===== src/rtl/dmem_pkg.sv =====
// Shared encodings, widths and bus payload type for the data-memory access unit.
package dmem_pkg;

    localparam int unsigned ADDR_W = 32;
    localparam int unsigned DATA_W = 32;
    localparam int unsigned BE_W   = DATA_W / 8;
    localparam int unsigned SIZE_W = 2;
    localparam int unsigned OFF_W  = 2;

    localparam logic [SIZE_W-1:0] MEM_BYTE = 2'b00;
    localparam logic [SIZE_W-1:0] MEM_HALF = 2'b01;
    localparam logic [SIZE_W-1:0] MEM_WORD = 2'b10;

    typedef enum logic [2:0] {
        IDLE  = 3'd0,
        WAIT0 = 3'd1,
        REQ1  = 3'd2,
        WAIT1 = 3'd3,
        DONE  = 3'd4
    } dmem_state_e;

    typedef struct packed {
        logic [ADDR_W-1:0] addr;
        logic [BE_W-1:0]   be;
        logic [DATA_W-1:0] wdata;
    } dmem_tx_t;

    // Unshifted byte-enable pattern for an access size; 2'b11 behaves as a word.
    function automatic logic [BE_W-1:0] size_base_mask(input logic [SIZE_W-1:0] size);
        case (size)
            MEM_BYTE: return BE_W'(4'b0001);
            MEM_HALF: return BE_W'(4'b0011);
            default:  return BE_W'(4'b1111);
        endcase
    endfunction

endpackage


===== src/rtl/dmem_access_unit_if.sv =====
// Data-memory request/grant/rvalid bus between the access unit and the memory.
interface dmem_access_unit_if;
    import dmem_pkg::*;

    logic              req;
    logic              we;
    logic [ADDR_W-1:0] addr;
    logic [BE_W-1:0]   be;
    logic [DATA_W-1:0] wdata;
    logic              gnt;
    logic              rvalid;
    logic [DATA_W-1:0] rdata;

    modport master (
        output req, we, addr, be, wdata,
        input  gnt, rvalid, rdata
    );

    modport slave (
        input  req, we, addr, be, wdata,
        output gnt, rvalid, rdata
    );

endinterface


===== src/rtl/dmem_lane_align.sv =====
// Combinational byte-lane logic: enable mask over two words, split detect,
// store-data lane shift and load-data right-justification.
module dmem_lane_align
    import dmem_pkg::*;
(
    input  logic [SIZE_W-1:0]   size,
    input  logic [OFF_W-1:0]    off,
    input  logic [DATA_W-1:0]   wdata,
    input  logic [2*DATA_W-1:0] rdata_pair,
    output logic [2*BE_W-1:0]   be_pair,
    output logic                split,
    output logic [2*DATA_W-1:0] wdata_pair,
    output logic [DATA_W-1:0]   rdata_aligned
);

    logic [OFF_W+2:0] lane_shift;

    always_comb begin
        lane_shift    = {off, 3'b000};
        be_pair       = {{BE_W{1'b0}}, size_base_mask(size)} << off;
        split         = |be_pair[2*BE_W-1:BE_W];
        wdata_pair    = {{DATA_W{1'b0}}, wdata} << lane_shift;
        rdata_aligned = DATA_W'(rdata_pair >> lane_shift);
    end

endmodule


===== src/rtl/dmem_access_unit.sv =====
// MEM-stage data-memory access unit: issues one or two word-aligned bus
// transactions per access, stalls the pipeline meanwhile, returns load data.
module dmem_access_unit
    import dmem_pkg::*;
#(
    parameter bit SPLIT_MISALIGNED = 1'b1
) (
    input  logic                clk,
    input  logic                reset,
    input  logic                Mi_memRead,
    input  logic                Mi_memWrite,
    input  logic [SIZE_W-1:0]   Mi_memSize,
    input  logic [ADDR_W-1:0]   Mi_addr,
    input  logic [DATA_W-1:0]   Mi_writeData,
    output logic [DATA_W-1:0]   Mo_readData,
    output logic                Mo_memStall,
    output logic                Mo_misaligned,
    dmem_access_unit_if.master  dmem
);

    dmem_state_e       state_q, state_d;
    logic [DATA_W-1:0] r0_q, r0_d;
    logic [DATA_W-1:0] read_data_q, read_data_d;

    logic                acc;
    logic                is_load;
    logic                split;
    logic                issue;
    logic [2*BE_W-1:0]   be_pair;
    logic [2*DATA_W-1:0] wdata_pair;
    logic [2*DATA_W-1:0] rdata_pair;
    logic [DATA_W-1:0]   rdata_aligned;
    dmem_tx_t            tx0, tx1, tx_c;
    logic                req_c;
    logic                stall_c;

    assign acc     = Mi_memRead | Mi_memWrite;
    assign is_load = Mi_memRead & ~Mi_memWrite;
    assign issue   = acc & ~(split & ~SPLIT_MISALIGNED);

    // Second-word data is only meaningful in WAIT1; otherwise the high word reads as zero.
    assign rdata_pair = (state_q == WAIT1) ? {dmem.rdata, r0_q}
                                           : {{DATA_W{1'b0}}, dmem.rdata};

    dmem_lane_align u_lane_align (
        .size          (Mi_memSize),
        .off           (Mi_addr[OFF_W-1:0]),
        .wdata         (Mi_writeData),
        .rdata_pair    (rdata_pair),
        .be_pair       (be_pair),
        .split         (split),
        .wdata_pair    (wdata_pair),
        .rdata_aligned (rdata_aligned)
    );

    // Both transaction payloads; the pipeline holds its inputs stable while stalled.
    always_comb begin
        tx0.addr  = {Mi_addr[ADDR_W-1:OFF_W], {OFF_W{1'b0}}};
        tx0.be    = be_pair[BE_W-1:0];
        tx0.wdata = wdata_pair[DATA_W-1:0];
        tx1.addr  = tx0.addr + ADDR_W'(BE_W);
        tx1.be    = be_pair[2*BE_W-1:BE_W];
        tx1.wdata = wdata_pair[2*DATA_W-1:DATA_W];
    end

    // Next-state, captures and bus/stall decode.
    always_comb begin
        state_d     = state_q;
        r0_d        = r0_q;
        read_data_d = read_data_q;
        req_c       = 1'b0;
        stall_c     = 1'b0;
        tx_c        = tx0;

        case (state_q)
            IDLE: begin
                req_c   = issue;
                stall_c = issue;
                if (issue && dmem.gnt) begin
                    state_d = WAIT0;
                end
            end
            WAIT0: begin
                stall_c = 1'b1;
                if (dmem.rvalid) begin
                    r0_d = dmem.rdata;
                    if (split) begin
                        state_d = REQ1;
                    end else begin
                        state_d = DONE;
                        if (is_load) begin
                            read_data_d = rdata_aligned;
                        end
                    end
                end
            end
            REQ1: begin
                req_c   = 1'b1;
                stall_c = 1'b1;
                tx_c    = tx1;
                if (dmem.gnt) begin
                    state_d = WAIT1;
                end
            end
            WAIT1: begin
                stall_c = 1'b1;
                tx_c    = tx1;
                if (dmem.rvalid) begin
                    state_d = DONE;
                    if (is_load) begin
                        read_data_d = rdata_aligned;
                    end
                end
            end
            DONE: begin
                state_d = IDLE;
            end
            default: begin
                state_d = IDLE;
            end
        endcase
    end

    always_ff @(posedge clk) begin
        if (reset) begin
            state_q     <= IDLE;
            r0_q        <= '0;
            read_data_q <= '0;
        end else begin
            state_q     <= state_d;
            r0_q        <= r0_d;
            read_data_q <= read_data_d;
        end
    end

    assign dmem.req      = req_c;
    assign dmem.we       = Mi_memWrite;
    assign dmem.addr     = tx_c.addr;
    assign dmem.be       = tx_c.be;
    assign dmem.wdata    = tx_c.wdata;

    assign Mo_readData   = read_data_q;
    assign Mo_memStall   = stall_c;
    assign Mo_misaligned = acc & split & ~SPLIT_MISALIGNED;

endmodule


===== src/flat_wrapper.sv =====
// flat-port wrapper written by rule: the top's interface ports become plain ports
module dmem_access_unit_flat import dmem_pkg::*;
#(
    parameter bit SPLIT_MISALIGNED = 1'b1
)
  (clk, reset, Mi_memRead, Mi_memWrite, Mi_memSize, Mi_addr, Mi_writeData, Mo_readData, Mo_memStall, Mo_misaligned, dmem_req, dmem_we, dmem_addr, dmem_be, dmem_wdata, dmem_gnt, dmem_rvalid, dmem_rdata);
  dmem_access_unit_if dmem_i ();
  input  logic clk;
  input  logic reset;
  input  logic Mi_memRead;
  input  logic Mi_memWrite;
  input  logic [SIZE_W-1:0] Mi_memSize;
  input  logic [ADDR_W-1:0] Mi_addr;
  input  logic [DATA_W-1:0] Mi_writeData;
  output logic [DATA_W-1:0] Mo_readData;
  output logic Mo_memStall;
  output logic Mo_misaligned;
  output wire logic [$bits(dmem_i.req)-1:0] dmem_req;
  output wire logic [$bits(dmem_i.we)-1:0] dmem_we;
  output wire logic [$bits(dmem_i.addr)-1:0] dmem_addr;
  output wire logic [$bits(dmem_i.be)-1:0] dmem_be;
  output wire logic [$bits(dmem_i.wdata)-1:0] dmem_wdata;
  input wire logic [$bits(dmem_i.gnt)-1:0] dmem_gnt;
  input wire logic [$bits(dmem_i.rvalid)-1:0] dmem_rvalid;
  input wire logic [$bits(dmem_i.rdata)-1:0] dmem_rdata;
  assign dmem_req = dmem_i.req;
  assign dmem_we = dmem_i.we;
  assign dmem_addr = dmem_i.addr;
  assign dmem_be = dmem_i.be;
  assign dmem_wdata = dmem_i.wdata;
  assign dmem_i.gnt = dmem_gnt;
  assign dmem_i.rvalid = dmem_rvalid;
  assign dmem_i.rdata = dmem_rdata;
  dmem_access_unit #(.SPLIT_MISALIGNED(SPLIT_MISALIGNED)) u_core (.clk(clk), .reset(reset), .Mi_memRead(Mi_memRead), .Mi_memWrite(Mi_memWrite), .Mi_memSize(Mi_memSize), .Mi_addr(Mi_addr), .Mi_writeData(Mi_writeData), .Mo_readData(Mo_readData), .Mo_memStall(Mo_memStall), .Mo_misaligned(Mo_misaligned), .dmem(dmem_i));
endmodule

===== config.mk =====
export PLATFORM = sky130hd
export DESIGN_NAME = dmem_access_unit_flat
export DESIGN_NICKNAME = d
export VERILOG_FILES = /design/src/rtl/dmem_pkg.sv /design/src/rtl/dmem_access_unit_if.sv /design/src/rtl/dmem_lane_align.sv /design/src/rtl/dmem_access_unit.sv /design/src/flat_wrapper.sv
export SDC_FILE = /design/constraint.sdc
export NUM_CORES = 1
export LEC_CHECK = 0
export CORE_MARGIN = 3
export CORE_UTILIZATION = 42
export DETAILED_ROUTE_END_ITERATION = 16
export PLACE_DENSITY = 0.79
export SYNTH_ARGS = -nofsm -noshare
export SYNTH_HDL_FRONTEND = slang
export SYNTH_HIERARCHICAL = 1
export SYNTH_SLANG_ARGS = --single-unit

===== constraint.sdc =====
create_clock -name clk -period 2.3 [get_ports clk]
set_clock_uncertainty 0.05 [all_clocks]
set_input_delay 0.46 -clock clk [delete_from_list [all_inputs] [get_ports clk]]
set_output_delay 0.46 -clock clk [all_outputs]
set_load 0.03 [all_outputs]

# == After elaboration in Yosys (flattened, before gate mapping) ==
# Index checks and enable logic that the tools add are counted.
# W data, S select, Z words.
# totals
reg_bits,67
in_bits,104
out_inout_bits,104
# classes
add_sub_neg,1
n_eq_ne,9
n_shift,3
muxes,16
n_bitwise,3
n_reduce_logical,10
# ops
op,count
$mux W32,4
$mux W68,1
$mux W64,1
$pmux W32 S2,1
$shl A32 B5 Y64,1
$shr A64 B5 Y32,1
$add A32 B3 Y32 const B,1
$mux W3,5
$pmux W3 S4,1
$ne A2 B2 Y1 const B,4
$pmux W4 S2,1
$reduce_and A4 Y1,2
$shl A4 B2 Y8,1
$eq A3 B2 Y1 const B,2
$pmux W1 S2,2
$reduce_or A4 Y1,1
$eq A3 B1 Y1 const B,1
$logic_not A3 Y1,1
$reduce_or A3 Y1,1
$eq A2 B1 Y1 const B,1
$logic_not A2 Y1,1
$ne A2 B1 Y1 const B,1
$reduce_and A2 Y1,1
$reduce_bool A2 Y1,1
other kinds (5),5

# == Longest topological paths before layout ==
# logic_depth
depth_word,7
depth_mapped,9
depth_no_buf,7

# == By module ==
# The synthesis kept the hierarchy.
# modules_own_cells
module,instances,cells_each,area_per_inst_um2
dmem_access_unit,1,535,4132.7
dmem_lane_align,1,158,1710.4

# == Worst setup path before layout ==
# No wires, ideal clock.
# synth_timing
kind,input-to-output
start,in Mi_addr[2]
end,out dmem_addr[22]
arrival_ns,1.849
slack_ns,-0.059
cell_stages,6
cell_sequence,ha_1 nand4b_1 nor3_1 buf_2 nand4_1 xnor2_1
# synth_between
elab_chain_len,2
# synth_rtl
item,line_no,text
"start, declared",flat_wrapper.sv:13,input logic [ADDR_W-1:0] Mi_addr;
$add A32 B3 Y32,dmem_access_unit.sv:61,tx1.addr = tx0.addr + ADDR_W'(BE_W);
$mux W68,dmem_access_unit.sv:75,case (state_q)
"end, declared",flat_wrapper.sv:20,output wire logic [$bits(dmem_i.addr)-1:0] dmem_addr;
# Every way passes these cells.

# == Final worst setup path ==
# layout_timing
start,reg u_core.state_q[2]
end,out dmem_addr[31]
# layout_between
elab_chain_len,3
word_cells_on_any_way,4
cone_classes,eq/ne (2); mux (1); reduce/logical (1)
# layout_rtl
item,line_no,text
"start, declared",dmem_access_unit.sv:21,"dmem_state_e state_q, state_d;"
"start signal, assigned",dmem_access_unit.sv:130,state_q <= state_d;
$eq A3 B2 Y1,dmem_access_unit.sv:75,
$reduce_or A2 Y1 (no source line) *,--,
$mux W68 *,dmem_access_unit.sv:75,
# Mark *: on every way between the ends. The rest lies on a longest branch, timed or not.

==> results.txt <==
The wire length per cell is 19.13 um. The area of all placed cells without fillers came out at 9298 um2. The transition at the pin with the smallest max-transition slack came out at 751.9 ps. The power per cell area is 421.7 nW/um2. In the global route stage, overall resource usage came out at 24.82%. The endpoint identified for the worst register-to-register timing path is u_core/Mo_readData[15]. Tracing the worst setup path back leads to its startpoint at u_core/state_q[2]. The static power due to leakage is 0.003978 uW. For this configuration, the core starts out at a cell density of 43.40%. The antenna diode count is 0. After synthesis the cells add up to 5793 um2. The period utilization came out at 104.9%. The latest clock arrival within the worst-skew pair is 330 ps. The via count of the first global-routing pass came to 5584.

The worst setup path is launched from a flip-flop. In this run the worst setup path terminates at dmem_addr[31]. The number of endpoints with negative hold slack in the final report came out at 0.

The final layout net count came out at 1057. The worst flop-to-flop path startpoint is u_core/state_q[2]. The maximum vdd drop came out at 0.3072 mV.

Before antenna repair, the detailed router went through 5 iterations. The final-report setup violation count is 26. The post-synthesis area per instance is 8.457 um2.

The worst hold slack after final layout is 405.2 ps. The count of unresolved DRC violations after routing came out at 0. The number of buffers between clock root and the deepest sink is 2. The weighted congestion reported at the end of routability-driven placement is 0.9003. The logic gate share of total power came out at 34.2%.

The die width came out at 123.4 um. The highest attainable clock frequency came out at 0.4144 GHz. The maximum net fanout on the critical path came out at 4.

STA classifies the critical path endpoint as an output pin. The share of total power in sequential cells is 30.5%. The depth of the worst register-to-register path is 9.

The initial antenna violation count came to 1. Detailed placement ended at an HPWL of 14.43 mm. The maximum level of the CTS H-tree came out at 3. The min-delay analysis places its worst path in the category reg2reg. The final critical delay including setup and external delays came out at 2413 ps. The multi-input combinational cell area came out at 4422 um2. The share of layout cells above drive strength 1 came out at 32.92%. The net switching power of the design is 1204 uW. The arrival time of the worst setup path came out at 1900 ps.

From bottom edge to top edge, the die measures 123.4 um. Per report_power, the clock group accounts for 35.3% of the total. The data required time at the worst endpoint came out at 1790 ps. The count of buffers from port buffering came out at 204.

The total routed wirelength came out at 21.68 mm. The clock transition at the registers of the reported paths is 60 ps. Entering global routing, the biggest net connects 33 pins.

The antenna violation net count after detailed routing is 0. The placement-stage cell area is 8282 um2. The pre-CTS worst setup slack is -489.9 ps.

The total vias in the final route is 6253. Leaving out fill and tap cells, the most frequent cell in the layout is sky130_fd_sc_hd__nand2_1. After filler insertion, the fill cell instance count of the layout stands at 949. Setup repair after global routing could not meet its margin everywhere. The CTS tree is yes.

The area added between synthesis and finish is 60.50%. The switching part of the total power is 30.72%. The number of violations of the max-capacitance limit came out at 0. After detailed routing, the number of vias per cell comes to 5.519. The global-route wire length before repair is 29.70 mm. The clock tree root buffer cell is sky130_fd_sc_hd__clkbuf_16. The total of warnings raised by yosys is 6. The least setup slack across all paths after layout is -112.9 ps. For this block, the initial DRC count from the detailed router was 568. The flow ran to the end, but the final reports show violations. Global routing finished with a remaining overflow of 0. The area of the core is 13350 um2.

The total clock sinks is 67. The number of clock buffers inserted by TritonCTS came out at 9. Across the whole layout, storage elements account for 1349 um2. The final-report max-slew violation count is 0. The path type of the worst setup path is reg2out. The synthesized instance count came out at 685. The top cell types in the final layout, fill and taps aside, are sky130_fd_sc_hd__nand2_1, sky130_fd_sc_hd__clkdlybuf4s50_1, sky130_fd_sc_hd__buf_4. The checks that failed: negative setup slack.

The floorplan has 42 rows. The worst slew margin relative to its limit came out at 49.66%. The I/O pin count came out at 208. Once layout is complete, the utilization of the core stands at 69.66%. The internal power of the cells totals 2716 uW. The worst reg-to-reg setup slack came out at 70 ps. The die footprint is 15240 um2.
[critical path: stages (launching register included)]
cell                       delay (ps)
sky130_fd_sc_hd__dfxtp_4          350
sky130_fd_sc_hd__nand3b_1         200
sky130_fd_sc_hd__buf_6            150
sky130_fd_sc_hd__nor4_4           190
sky130_fd_sc_hd__buf_4            180
sky130_fd_sc_hd__nand4_1          110
sky130_fd_sc_hd__xnor2_1          190
sky130_fd_sc_hd__buf_4            190
[per-layer routing]
layer	up-vias	wire (um)	GRT usage, %
li1	2892	-	-
met1	2995	8460	31.71
met2	307	10870	41.76
met3	57	1711	5.855
met4	2	617	7.336
met5	-	13	0
[power groups by stage]
stage	Combinational, uW	Clock (uW)	Sequential, uW
6_report	1340	1380	1200
5_1_grt	1410	1450	1200
4_1_cts	1220	1390	1200
3_5_place_dp	1210	0	1220
3_3_place_gp	1190	0	1220
2_1_floorplan	675	0	1230
[worst min path at each step]
stage	slack, ps	cells after the start	end	startpoint
after floorplan	390	2	u_core/r0_q[0]	u_core/r0_q[0]
after global placement	390	2	u_core/r0_q[16]	u_core/r0_q[16]
after detailed placement	400	2	u_core/r0_q[11]	u_core/r0_q[11]
after CTS	410	2	u_core/r0_q[11]	u_core/r0_q[11]
after global routing	420	2	u_core/r0_q[17]	u_core/r0_q[17]
final	410	2	u_core/r0_q[28]	u_core/r0_q[28]
[state kept, by name (all words and copies together), names as in the netlist]
| register | count |
|---|---|
| u_core/Mo_readData | 32 |
| u_core/r0_q | 32 |
| u_core/state_q | 3 |
[final cells by class]
class                   count  share of cell area [%]
clock inverters             6                  0.6998
well taps                 176                   2.368
inverters                   3                  0.1211
multi-input cells         558                   47.56
repair buffers            313                   32.18
flip-flops and latches     67                   14.51
clock buffers              10                   2.570
[what timing repair did]
action                     in CTS  in global routing
gates cloned                    2                  5
hold buffers                    0                  0
buffers inserted                7                 11
setup endpoints to repair      62                 81
pin swaps                      24                 24
gates resized for setup       111                109
[through the flow]
stage | instances | power, uW | TNS (ps)
after floorplan | 695 | 1902 | 0
after global placement | 1093 | 2413 | -21630
after detailed placement | 1093 | 2430 | -23320
after CTS | 1118 | 3810 | -329.8
after global routing | 1133 | 4058 | -4322
final | 1133 | 3921 | -1004
No activity file was read; power rests on OpenSTA's default activity.
